--- config.mk ---
export PLATFORM = sky130hd
export DESIGN_NAME = hex_out_sequencer
export DESIGN_NICKNAME = d
export VERILOG_FILES = /design/src/rtl/hex_out_sequencer.sv
export SDC_FILE = /design/constraint.sdc
export NUM_CORES = 1
export LEC_CHECK = 0
export CAP_MARGIN = 20
export CORE_ASPECT_RATIO = 1.75
export CORE_MARGIN = 10
export CORE_UTILIZATION = 35
export DETAILED_ROUTE_END_ITERATION = 10
export PLACE_DENSITY_LB_ADDON = 0.12
export RECOVER_POWER = 50
export REMOVE_ABC_BUFFERS = 1
export SYNTH_ARGS = -nofsm -noshare
export SYNTH_HDL_FRONTEND = slang
export SYNTH_SLANG_ARGS = --single-unit
--- constraint.sdc ---
create_clock -name clock -period 4.15 [get_ports clock]
set_input_delay 0.415 -clock clock [delete_from_list [all_inputs] [get_ports clock]]
set_output_delay 0.415 -clock clock [all_outputs]
set_load 0.05 [all_outputs]
--- src/rtl/hex_out_sequencer.sv ---
// hex_out_sequencer: converts a 32-bit binary value to BCD by double-dabble and
// writes the eight decimal digits to IO ports hex0..hex7 as OUT cycles.
module hex_out_sequencer #(
    parameter bit BLANK_LEADING = 1'b1
) (
    input  logic        clock,
    input  logic        reset,
    input  logic        start,
    input  logic [31:0] value,
    output logic [4:0]  ioAddress,
    output logic [31:0] ioData,
    output logic [5:0]  ioOpcode,
    output logic        busy,
    output logic        done
);
    typedef enum logic [1:0] {IDLE, CONVERT, WRITE, DONE} state_t;
    state_t      state, state_n;
    logic [4:0]  cnt, cnt_n, sa;
    logic [31:0] bcd, bcd_n, sh, sh_n, adj;
    logic [2:0]  k;
    logic        ovf, ovf_n, wr, blank;

    always_comb begin
        adj = '0;
        for (int i = 0; i < 8; i++)
            adj[4*i +: 4] = bcd[4*i +: 4] >= 4'd5 ? bcd[4*i +: 4] + 4'd3 : bcd[4*i +: 4];
    end

    // Outputs are registered from next-state values so the first digit appears with WRITE entry
    always_comb begin
        state_n = state;
        cnt_n   = cnt;
        bcd_n   = bcd;
        sh_n    = sh;
        ovf_n   = ovf;
        unique case (state)
            IDLE: if (start) begin
                sh_n    = value;
                bcd_n   = '0;
                cnt_n   = '0;
                ovf_n   = value > 32'd99_999_999;
                state_n = CONVERT;
            end
            CONVERT: begin
                bcd_n   = {adj[30:0], sh[31]};
                sh_n    = {sh[30:0], 1'b0};
                cnt_n   = cnt + 5'd1;
                state_n = cnt == 5'd31 ? WRITE : CONVERT;
            end
            WRITE: begin
                cnt_n   = cnt + 5'd1;
                state_n = cnt == 5'd7 ? DONE : WRITE;
            end
            DONE: state_n = IDLE;
            default: state_n = IDLE;
        endcase
        wr    = state_n == WRITE;
        k     = cnt_n[2:0];
        sa    = {k, 2'b00};
        blank = ovf_n || (BLANK_LEADING && k != 3'd0 && (bcd_n >> sa) == 32'd0);
    end

    always_ff @(posedge clock or posedge reset) begin
        if (reset) begin
            state     <= IDLE;
            cnt       <= '0;
            bcd       <= '0;
            sh        <= '0;
            ovf       <= 1'b0;
            ioAddress <= '0;
            ioData    <= '0;
            ioOpcode  <= '0;
            busy      <= 1'b0;
            done      <= 1'b0;
        end else begin
            state     <= state_n;
            cnt       <= cnt_n;
            bcd       <= bcd_n;
            sh        <= sh_n;
            ovf       <= ovf_n;
            ioAddress <= wr ? {2'b00, k} : 5'd0;
            ioData    <= wr ? (blank ? 32'd15 : {28'd0, bcd_n[sa +: 4]}) : 32'd0;
            ioOpcode  <= wr ? 6'b011100 : 6'b000000;
            busy      <= state_n == CONVERT || state_n == WRITE;
            done      <= state_n == DONE;
        end
    end
endmodule

# ---- Word level (Yosys, flattened, before mapping)
# Index checks and enable logic that the tools add are counted.
dict set report word_totals {
  word_cells 75
  output_inout_bits 45
  regBits 86
  input_bits 35
}
dict set report classes {
  n_mux 24
  n_eq_ne 9
  n_addsub 9
  n_reduce_logical 11
  shifts 2
  order_cmp 9
}
# op n
set op_table {}
lappend op_table {{32-bit case mux with 2 select lines} 2}
lappend op_table {{32-bit two-way mux} 2}
lappend op_table {{4-bit two-way mux} 9}
lappend op_table {{4-bit by 3-bit greater-or-equal comparator with 1-bit output (second input constant)} 8}
lappend op_table {{32-bit by 27-bit > comparator with 1-bit output (second input constant)} 1}
lappend op_table {{32-bit zero test} 1}
lappend op_table {{32-bit by 6-bit indexed part select with 4-bit output} 1}
lappend op_table {{32-bit by 5-bit >> shifter with 32-bit output} 1}
lappend op_table {{4-bit by 2-bit adder with 4-bit output (second input constant)} 7}
lappend op_table {{5-bit two-way mux} 2}
lappend op_table {{5-bit case mux with 2 select lines} 1}
lappend op_table {{2-bit == test (second input constant)} 4}
lappend op_table {{2-bit case mux with 4 select lines} 1}
lappend op_table {{3-bit two-way mux} 2}
lappend op_table {{5-bit by 1-bit adder with 5-bit output (second input constant)} 1}
lappend op_table {{5-bit by 3-bit == test with 1-bit output (second input constant)} 1}
lappend op_table {{5-bit == test (second input constant)} 1}
lappend op_table {{2-bit by 1-bit == test with 1-bit output (second input constant)} 2}
lappend op_table {{2-bit two-way mux} 2}
lappend op_table {{2-bit AND reduction} 2}
lappend op_table {{2-bit nonzero test} 2}
lappend op_table {{3-bit by 2-bit adder with 3-bit output (second input constant)} 1}
lappend op_table {{1-bit two-way mux} 3}
lappend op_table {{3-bit nonzero test} 1}
lappend op_table {{5 further kinds} 6}

# ---- Depth between registers and ports, before layout
# Gate-level depths: netlist of the first run.
dict set report depth {
  depth_word 9
  depth_mapped 15
  depth_no_buf 11
}

# ---- Least setup slack after synthesis of the first run
# Ideal clock, no wire load.
dict set report synth_path {
  kind {reg-to-reg}
  startpoint {register state[1]}
  endpoint {register ioData[0]}
  period_less_slack_ns 3.375
  path_stages_with_launch 13
  path_buffers 4
  setup_ns 0.095
  t_required_ns 4.055
  arrival_ns 3.280
  setup_slack_ns 0.775
  path_cell_list {dfrtp_1 -> inv_1 -> ha_1 -> clkbuf_1 -> clkbuf_1 -> buf_1 -> buf_1 -> a21oi_1 -> o21ai_0 -> ha_1 -> o2111ai_1 -> or2_2 -> o31ai_1}
}
dict set report synth_between {
  elab_cells_between_ends 19
  classes_between {eq/ne (4); shift (2); mux (7); reduce/logical (6)}
}
# item line_no
set synth_lines {}
lappend synth_lines {{start: declaration} 17} ;# state_t state, state_n;
lappend synth_lines {{start signal: assignment} 76} ;# state <= state_n;
lappend synth_lines {{2-bit == test, or another cell as far along} 36} ;# unique case (state)
lappend synth_lines {{2-bit case mux with 4 select lines *} 36}
lappend synth_lines {{via state_n[1]} 17}
lappend synth_lines {{2-bit == test *} 57} ;# wr = state_n == WRITE;
lappend synth_lines {{via wr} 21} ;# logic ovf, ovf_n, wr, blank;
lappend synth_lines {{4-bit two-way mux *} 82} ;# ioData <= wr ? (blank ? 32'd15 : {28'd0, bcd_n[sa +: 4]}) : 32'd0;
lappend synth_lines {{end signal: assignment} 82}
lappend synth_lines {{end: declaration} 11} ;# output logic [31:0] ioData,
# Mark *: on every way through the listed nets, which the timed path passes. The rest lies on a longest branch.
# A chain may end at the register's enable or synchronous reset.

# ---- Worst setup path in the final report of the first run
dict set report layout_path {
  startpoint {register state[1]}
  endpoint {register ioData[1]}
}
dict set report layout_between {
  elab_chain_len 9
  elab_cells_between_ends 19
  classes_between {eq/ne (4); shift (2); mux (7); reduce/logical (6)}
}
# item line_no
set layout_rtl {}
lappend layout_rtl {{2-bit == test or 2-bit by 1-bit == test with 1-bit output (tied branches)} 36}
lappend layout_rtl {{2-bit OR reduction (no source line)} --}
lappend layout_rtl {{5-bit case mux with 2 select lines} 36}
lappend layout_rtl {{32-bit by 5-bit >> shifter with 32-bit output} 60} ;# blank = ovf_n || (BLANK_LEADING && k != 3'd0 && (bcd_n >> sa) == 32'd0);
lappend layout_rtl {{32-bit zero test} 60}
lappend layout_rtl {{1-bit logical AND} 60}
lappend layout_rtl {{1-bit logical OR} 60}
lappend layout_rtl {{4-bit two-way mux} 82}
lappend layout_rtl {{4-bit two-way mux *} 82}
# Every way passes the cells marked *; elsewhere a longest branch is shown, timed or not.

==> results of run 1 <==
sequential cells by signal, summed over array words and instances, names as in the netlist:
register / count
sh: 32
ioAddress: 3
ioOpcode: 1
ovf: 1
ioData: 4
state: 2
cnt: 5
bcd: 32
busy: 1
done: 1
power groups by stage:
| stage | logic (mW) | registers [mW] | clock network [mW] |
|---|---|---|---|
| 3_5_place_dp | 2.99 | 1.48 | 0 |
| 2_1_floorplan | 2.22 | 1.39 | 0 |
| 5_1_grt | 3.32 | 1.53 | 0.936 |
| 4_1_cts | 3.00 | 1.47 | 0.904 |
| 3_3_place_gp | 2.96 | 1.47 | 0 |
| 6_report | 2.97 | 1.47 | 0.879 |
worst max-delay path: stages, from the launching register on:
cell and delay, ns:
dfrtp_1 0.41, inv_1 0.13, ha_1 0.41, nor2b_4 0.35, o22ai_4 0.11, buf_4 0.22, or3_1 0.38, a31oi_1 0.39
nor2_1 0.08, o31a_1 0.31, or3_4 0.39, o31ai_1 0.27
stage by stage:
| stage | hold slack, ns | utilization | cells | power, mW |
|---|---|---|---|---|
| finish | 0.479 | 0.408 | 829 | 5.32 |
| CTS | 0.473 | 0.409 | 829 | 5.37 |
| global route | 0.510 | 0.408 | 829 | 5.78 |
| global placement | 0.462 | 0.388 | 813 | 4.43 |
| detailed placement | 0.472 | 0.388 | 813 | 4.47 |
| floorplan | 0.450 | - | 572 | 3.61 |
worst max path at each step:
stage	from	end	slack, ns
floorplan	state[1]$_DFF_PP0_	ioData[0]$_DFF_PP0_	-1.77
CTS	state[1]$_DFF_PP0_	ioData[0]$_DFF_PP0_	0.60
finish	state[1]$_DFF_PP0_	ioData[1]$_DFF_PP0_	0.57
detailed placement	start	ioData[0]$_DFF_PP0_	0.65
global route	state[1]$_DFF_PP0_	ioData[0]$_DFF_PP0_	0.33
global placement	start	ioData[2]$_DFF_PP0_	0.69
per-layer routing:
metal  vias to the layer above  share of wire
li1                       2190              -
met1                      2171           0.38
met5                         -              0
met3                        14          0.046
met2                        96           0.55
met4                         0          0.016
synthesized netlist by cell type, types with 8 or more instances:
cell | n | area (um2)
buf_4 | 35 | 263
mux2i_1 | 43 | 430
ha_1 | 24 | 300
and3_1 | 14 | 87.6
inv_1 | 34 | 128
o21ai_0 | 58 | 290
nand3_1 | 21 | 105
nand2_1 | 67 | 251
nor2_1 | 15 | 56.3
dfrtp_1 | 82 | 2050
and2_1 | 8 | 50.1
clkbuf_1 | 18 | 67.6
a21oi_1 | 14 | 70.1
nand4_1 | 12 | 75.1
buf_2 | 9 | 45.0
a211o_1 | 9 | 78.8
nand2b_1 | 13 | 81.3
nor2b_1 | 8 | 50.1
cell type report:
| class | instances | share of cell area |
|---|---|---|
| inverter | 38 | 0.0232 |
| sequential | 82 | 0.325 |
| clock inverter | 7 | 0.0161 |
| multi-input combinational | 452 | 0.481 |
| clock buffer | 9 | 0.0357 |
| timing repair buffer | 55 | 0.0825 |
| tap | 186 | 0.0369 |
logic make-up after synthesis:
logic type,Yosys count,share of synthesized area
and+or+nand+nor,195,0.194
AOI/OAI and AO/OA,155,0.193
buffers and inverters,107,0.103
DFF,82,0.372
muxes,45,0.0826
adders and majority gates,24,0.0545
other,1,0.000680
==> impl_metrics.ini, run 1 <==
[pwr]
power_frac_comb = 0.558
p_per_area_nw_per_um2 = 842
p_switching_mw = 2.48
p_sw_frac = 0.466
p_seq_frac = 0.276
irDropWorstVdd_uv = 278
p_int_mw = 2.84
power_frac_clock = 0.165
leakage_nw = 2.98

[floorplan]
dieHeight_um = 186
fp.coreArea_um2 = 15500
ios = 80
fp.dieW_um = 115
start_util = 0.357
die-area_um2 = 21400
rows = 60

[route]
vias = 4471
routed_wl_um = 14700
wire_per_inst_um = 17.8
drt_first_iter_violations = 195
drc = 0
vias_per_cell = 5.39
ant_nets = 0
drtPass1Iterations = 5

[timing]
finalSetupViolCount = 0
setup_tns_ns = 0
clock_skew_ns = 0.00777
min_period_ns = 3.58
fin_crit_sh = 0.862
clock.fmax_ghz = 0.280
hold_viol_final = 0
rsz0062_at_grt = false
worst_slew_pin_slew_ns = 1.62
setup_ws_ns = 0.574
drv_slew = 36
maxSlewHeadroom = -0.0891

[place]
gp_congestion = 0.860
place_ws_ns = 0.653
place_area_um2 = 5990
place.port_buffers = 46
dp_hpwl_um = 11200

[final_layout]
fin_nets = 697
post_route_cells_drive_above_1_share = 0.0607
synthToLayoutAreaGrowth_pct = 14.5
final_cell_mix = 82 x dfrtp_1, 67 x nand2_1, 58 x o21ai_0
mostFrequentLayoutCell = dfrtp_1
ff_latch_area_um2 = 2050
finish.instance_area_um2 = 6310
n_antenna_cell = 0
multiInputGateArea_um2 = 3030
fillers = 1572

[synth]
synthFlopType = dfrtp_1
syn_avg_cell_area_um2 = 9.05
yosysSeqAreaShare = 0.372
syn_inst = 609
synth_cell_types = 73
synth_area_um2 = 5510
async_flop_share = 1.00
yosysWarnings = 0
synth_edf_count = 0
yosys_register_bits = 82

[global_route]
grtUsageMet2 = 0.268
grt_use_met1 = 0.143
antenna_found_initial = 0
gr-usage-met3 = 0.0293
grt_usage = 0.140
grt_pass1_vias = 4700
grt_max_degree = 48
grt_first_pass_wirelength_um = 24000
grt.busiest_layer = met2
grt-ovfl-total = 0

[clock_network]
htreeDepth = 3
post_cts_buffers = 0
clock_latency_ns = 0.34
clkTransAtPathRegs_ns = 0.07
cts_tree = done
cts_hold_buf = 0
clock-sinks = 82
ctsResizeCount = 0
ctsRootBufferMaster = clkbuf_16
clockBufferDepth = 2
numCtsBuffers = 9

[status]
status = finished, violations left
violations = max-capacitance violations, max-slew violations

[worst_hold_path]
hold_start = sh[25]$_DFFE_PP0P_
hold_path_depth = 2
hold_end = sh[25]$_DFFE_PP0P_
hold_class = flop to flop

[critical_path]
cp_data_required_time_ns = 4.38
start_kind = flop
crit_fanout = 18
r2r_start = state[1]$_DFF_PP0_
arrival_ns = 3.81
endpoint_kind = flop
r2r_cells = 11
r2r_end = ioData[1]$_DFF_PP0_
crit_type = flop to flop
ff2ff_setup_slack_ns = 0.57

[run]
maxCapViolCount = 2
Power figures use the tool's default switching activity.
==> inputs of run 2 (changes only) <==
--- a/config.mk
+++ b/config.mk
@@ -10,7 +10,6 @@
 export CORE_MARGIN = 10
 export CORE_UTILIZATION = 35
 export DETAILED_ROUTE_END_ITERATION = 10
-export PLACE_DENSITY_LB_ADDON = 0.12
 export RECOVER_POWER = 50
 export REMOVE_ABC_BUFFERS = 1
 export SYNTH_ARGS = -nofsm -noshare
==> constraint.sdc (replaced) <==
create_clock -name clock -period 4.35 [get_ports clock]
set_input_delay 0.435 -clock clock [delete_from_list [all_inputs] [get_ports clock]]
set_output_delay 0.435 -clock clock [all_outputs]
set_load 0.05 [all_outputs]
==> impl_metrics.ini, run 2 (same netlist as run 1, synthesis figures left out) <==
[place]
place.port_buffers = 46
gp_congestion = 0.907
dp.cells = 809
dp_hpwl_um = 10900
place_ws_ns = 0.776

[timing]
clock_skew_ns = 0.00593
min_period_ns = 3.58
hold_viol_final = 0
rsz0062_at_grt = false
maxSlewHeadroom = -0.459
clock.fmax_ghz = 0.280
setup_ws_ns = 0.772
fin_crit_sh = 0.822
drv_slew = 51
worst_slew_pin_slew_ns = 2.18
finalSetupViolCount = 0

[pwr]
p_per_area_nw_per_um2 = 799
power_frac_clock = 0.152
leakage_nw = 2.95
p_sw_frac = 0.471
p_switching_mw = 2.35
power_frac_comb = 0.568
irDropWorstVdd_uv = 297
p_int_mw = 2.64
p_seq_frac = 0.280

[critical_path]
start_kind = flop
cp_data_required_time_ns = 4.58
crit_type = flop to flop
arrival_ns = 3.81
crit_fanout = 18
endpoint_kind = flop

[route]
wire_per_inst_um = 17.4
drtPass1Iterations = 4
ant_nets = 0
drc = 0
vias = 4545
drt_first_iter_violations = 222
vias_per_cell = 5.52
routed_wl_um = 14400

[final_layout]
final_cell_mix = 82 x dfrtp_1, 67 x nand2_1, 58 x o21ai_0
post_route_cells_drive_above_1_share = 0.0533
fin_nets = 693
fin_cells = 824
top_regs = bcd: 32 flops, sh: 32 flops, cnt: 5 flops
n_antenna_cell = 0
mostFrequentLayoutCell = dfrtp_1
synthToLayoutAreaGrowth_pct = 13.3

[clock_network]
clock-sinks = 82
clockBufferDepth = 2
post_cts_buffers = 0
htreeDepth = 3
ctsResizeCount = 0
clock_latency_ns = 0.34
clkTransAtPathRegs_ns = 0.06
cts_tree = done
cts_hold_buf = 0
ctsRootBufferMaster = clkbuf_16
numCtsBuffers = 9

[global_route]
antenna_found_initial = 0
grt-ovfl-total = 0
grt_max_degree = 52
grt_first_pass_wirelength_um = 23400
grt_pass1_vias = 4846
grt_usage = 0.133

[run]
maxCapViolCount = 1

[worst_hold_path]
hold_class = flop to flop

[floorplan]
fp.dieW_um = 115
ios = 80
start_util = 0.357
fp.coreArea_um2 = 15500
rows = 60
dieHeight_um = 186
die-area_um2 = 21400

[status]
status = finished, violations left
violations = max-capacitance violations, max-slew violations
-- run 2: cell types whose count changed in the layout (fill, tap and decap cells not counted), sizes merged --
cell / before / now
bufinv: 2 / 1
clkinvlp: 3 / 1
buf: 7 / 4
clkinv: 2 / 3
clkbuf: 11 / 13
inv: 38 / 36
-- run 2: worst max-delay path, cell delays in order (launching register included) --
cell and delay [ns]:
dfrtp_1 0.44, inv_1 0.11, ha_1 0.40, nor2b_4 0.35
o22ai_4 0.11, buf_4 0.22, or3_1 0.38, a31oi_1 0.39
nor2_1 0.08, o31a_1 0.31, or3_4 0.39, o31ai_1 0.28
-- run 2: metrics by stage --
stage / TNS, ns / hold WS, ns / util / area, um2 / total power [mW]
2_1_floorplan: -23.55 / 0.450 / - / 5210 / 3.44
3_3_place_gp: 0 / 0.462 / 0.386 / 5960 / 4.15
3_5_place_dp: 0 / 0.473 / 0.386 / 5960 / 4.22
4_1_cts: 0 / 0.488 / 0.404 / 6250 / 5.00
5_1_grt: 0 / 0.512 / 0.404 / 6250 / 5.40
6_report: 0 / 0.484 / 0.404 / 6250 / 4.99
-- run 2: cell type report --
type	count	area [um2]
Sequential cell	82	2050
Clock inverter	3	40.0
Fill cell	1551	9220
Tap cell	186	233
Inverter	38	146
Multi-Input combinational cell	452	3030
Timing Repair Buffer	51	495
Clock buffer	12	246
-- run 2: worst paths after layout --
kind                                             to  cells after the start          startpoint  slack (ns)
worst max-delay path            ioData[0]$_DFF_PP0_                     11  state[0]$_DFF_PP0_        0.77
worst min-delay path              sh[5]$_DFFE_PP0P_                      2   sh[5]$_DFFE_PP0P_        0.48
worst max register to register  ioData[0]$_DFF_PP0_                     11  state[0]$_DFF_PP0_        0.77
worst min register to register    sh[5]$_DFFE_PP0P_                      2   sh[5]$_DFFE_PP0P_        0.48
max in group asynchronous        sh[28]$_DFFE_PP0P_                      3               reset        1.62
min in group asynchronous         sh[6]$_DFFE_PP0P_                      2               reset        1.12
-- run 2: per-layer routing --
metal  share of wire  GRT usage  vias up
li1                -          -     2181
met1            0.38      0.130     2200
met2            0.53      0.249      137
met3           0.062     0.0380       27
met4           0.034     0.0611        0
met5               0          0        -
-- run 2: power by group through the flow --
stage          Clock, mW  Sequential, mW  Combinational, mW
2_1_floorplan          0            1.32               2.12
3_3_place_gp           0            1.39               2.76
3_5_place_dp           0            1.40               2.82
4_1_cts            0.769            1.39               2.84
5_1_grt            0.802            1.45               3.15
6_report           0.758            1.40               2.83
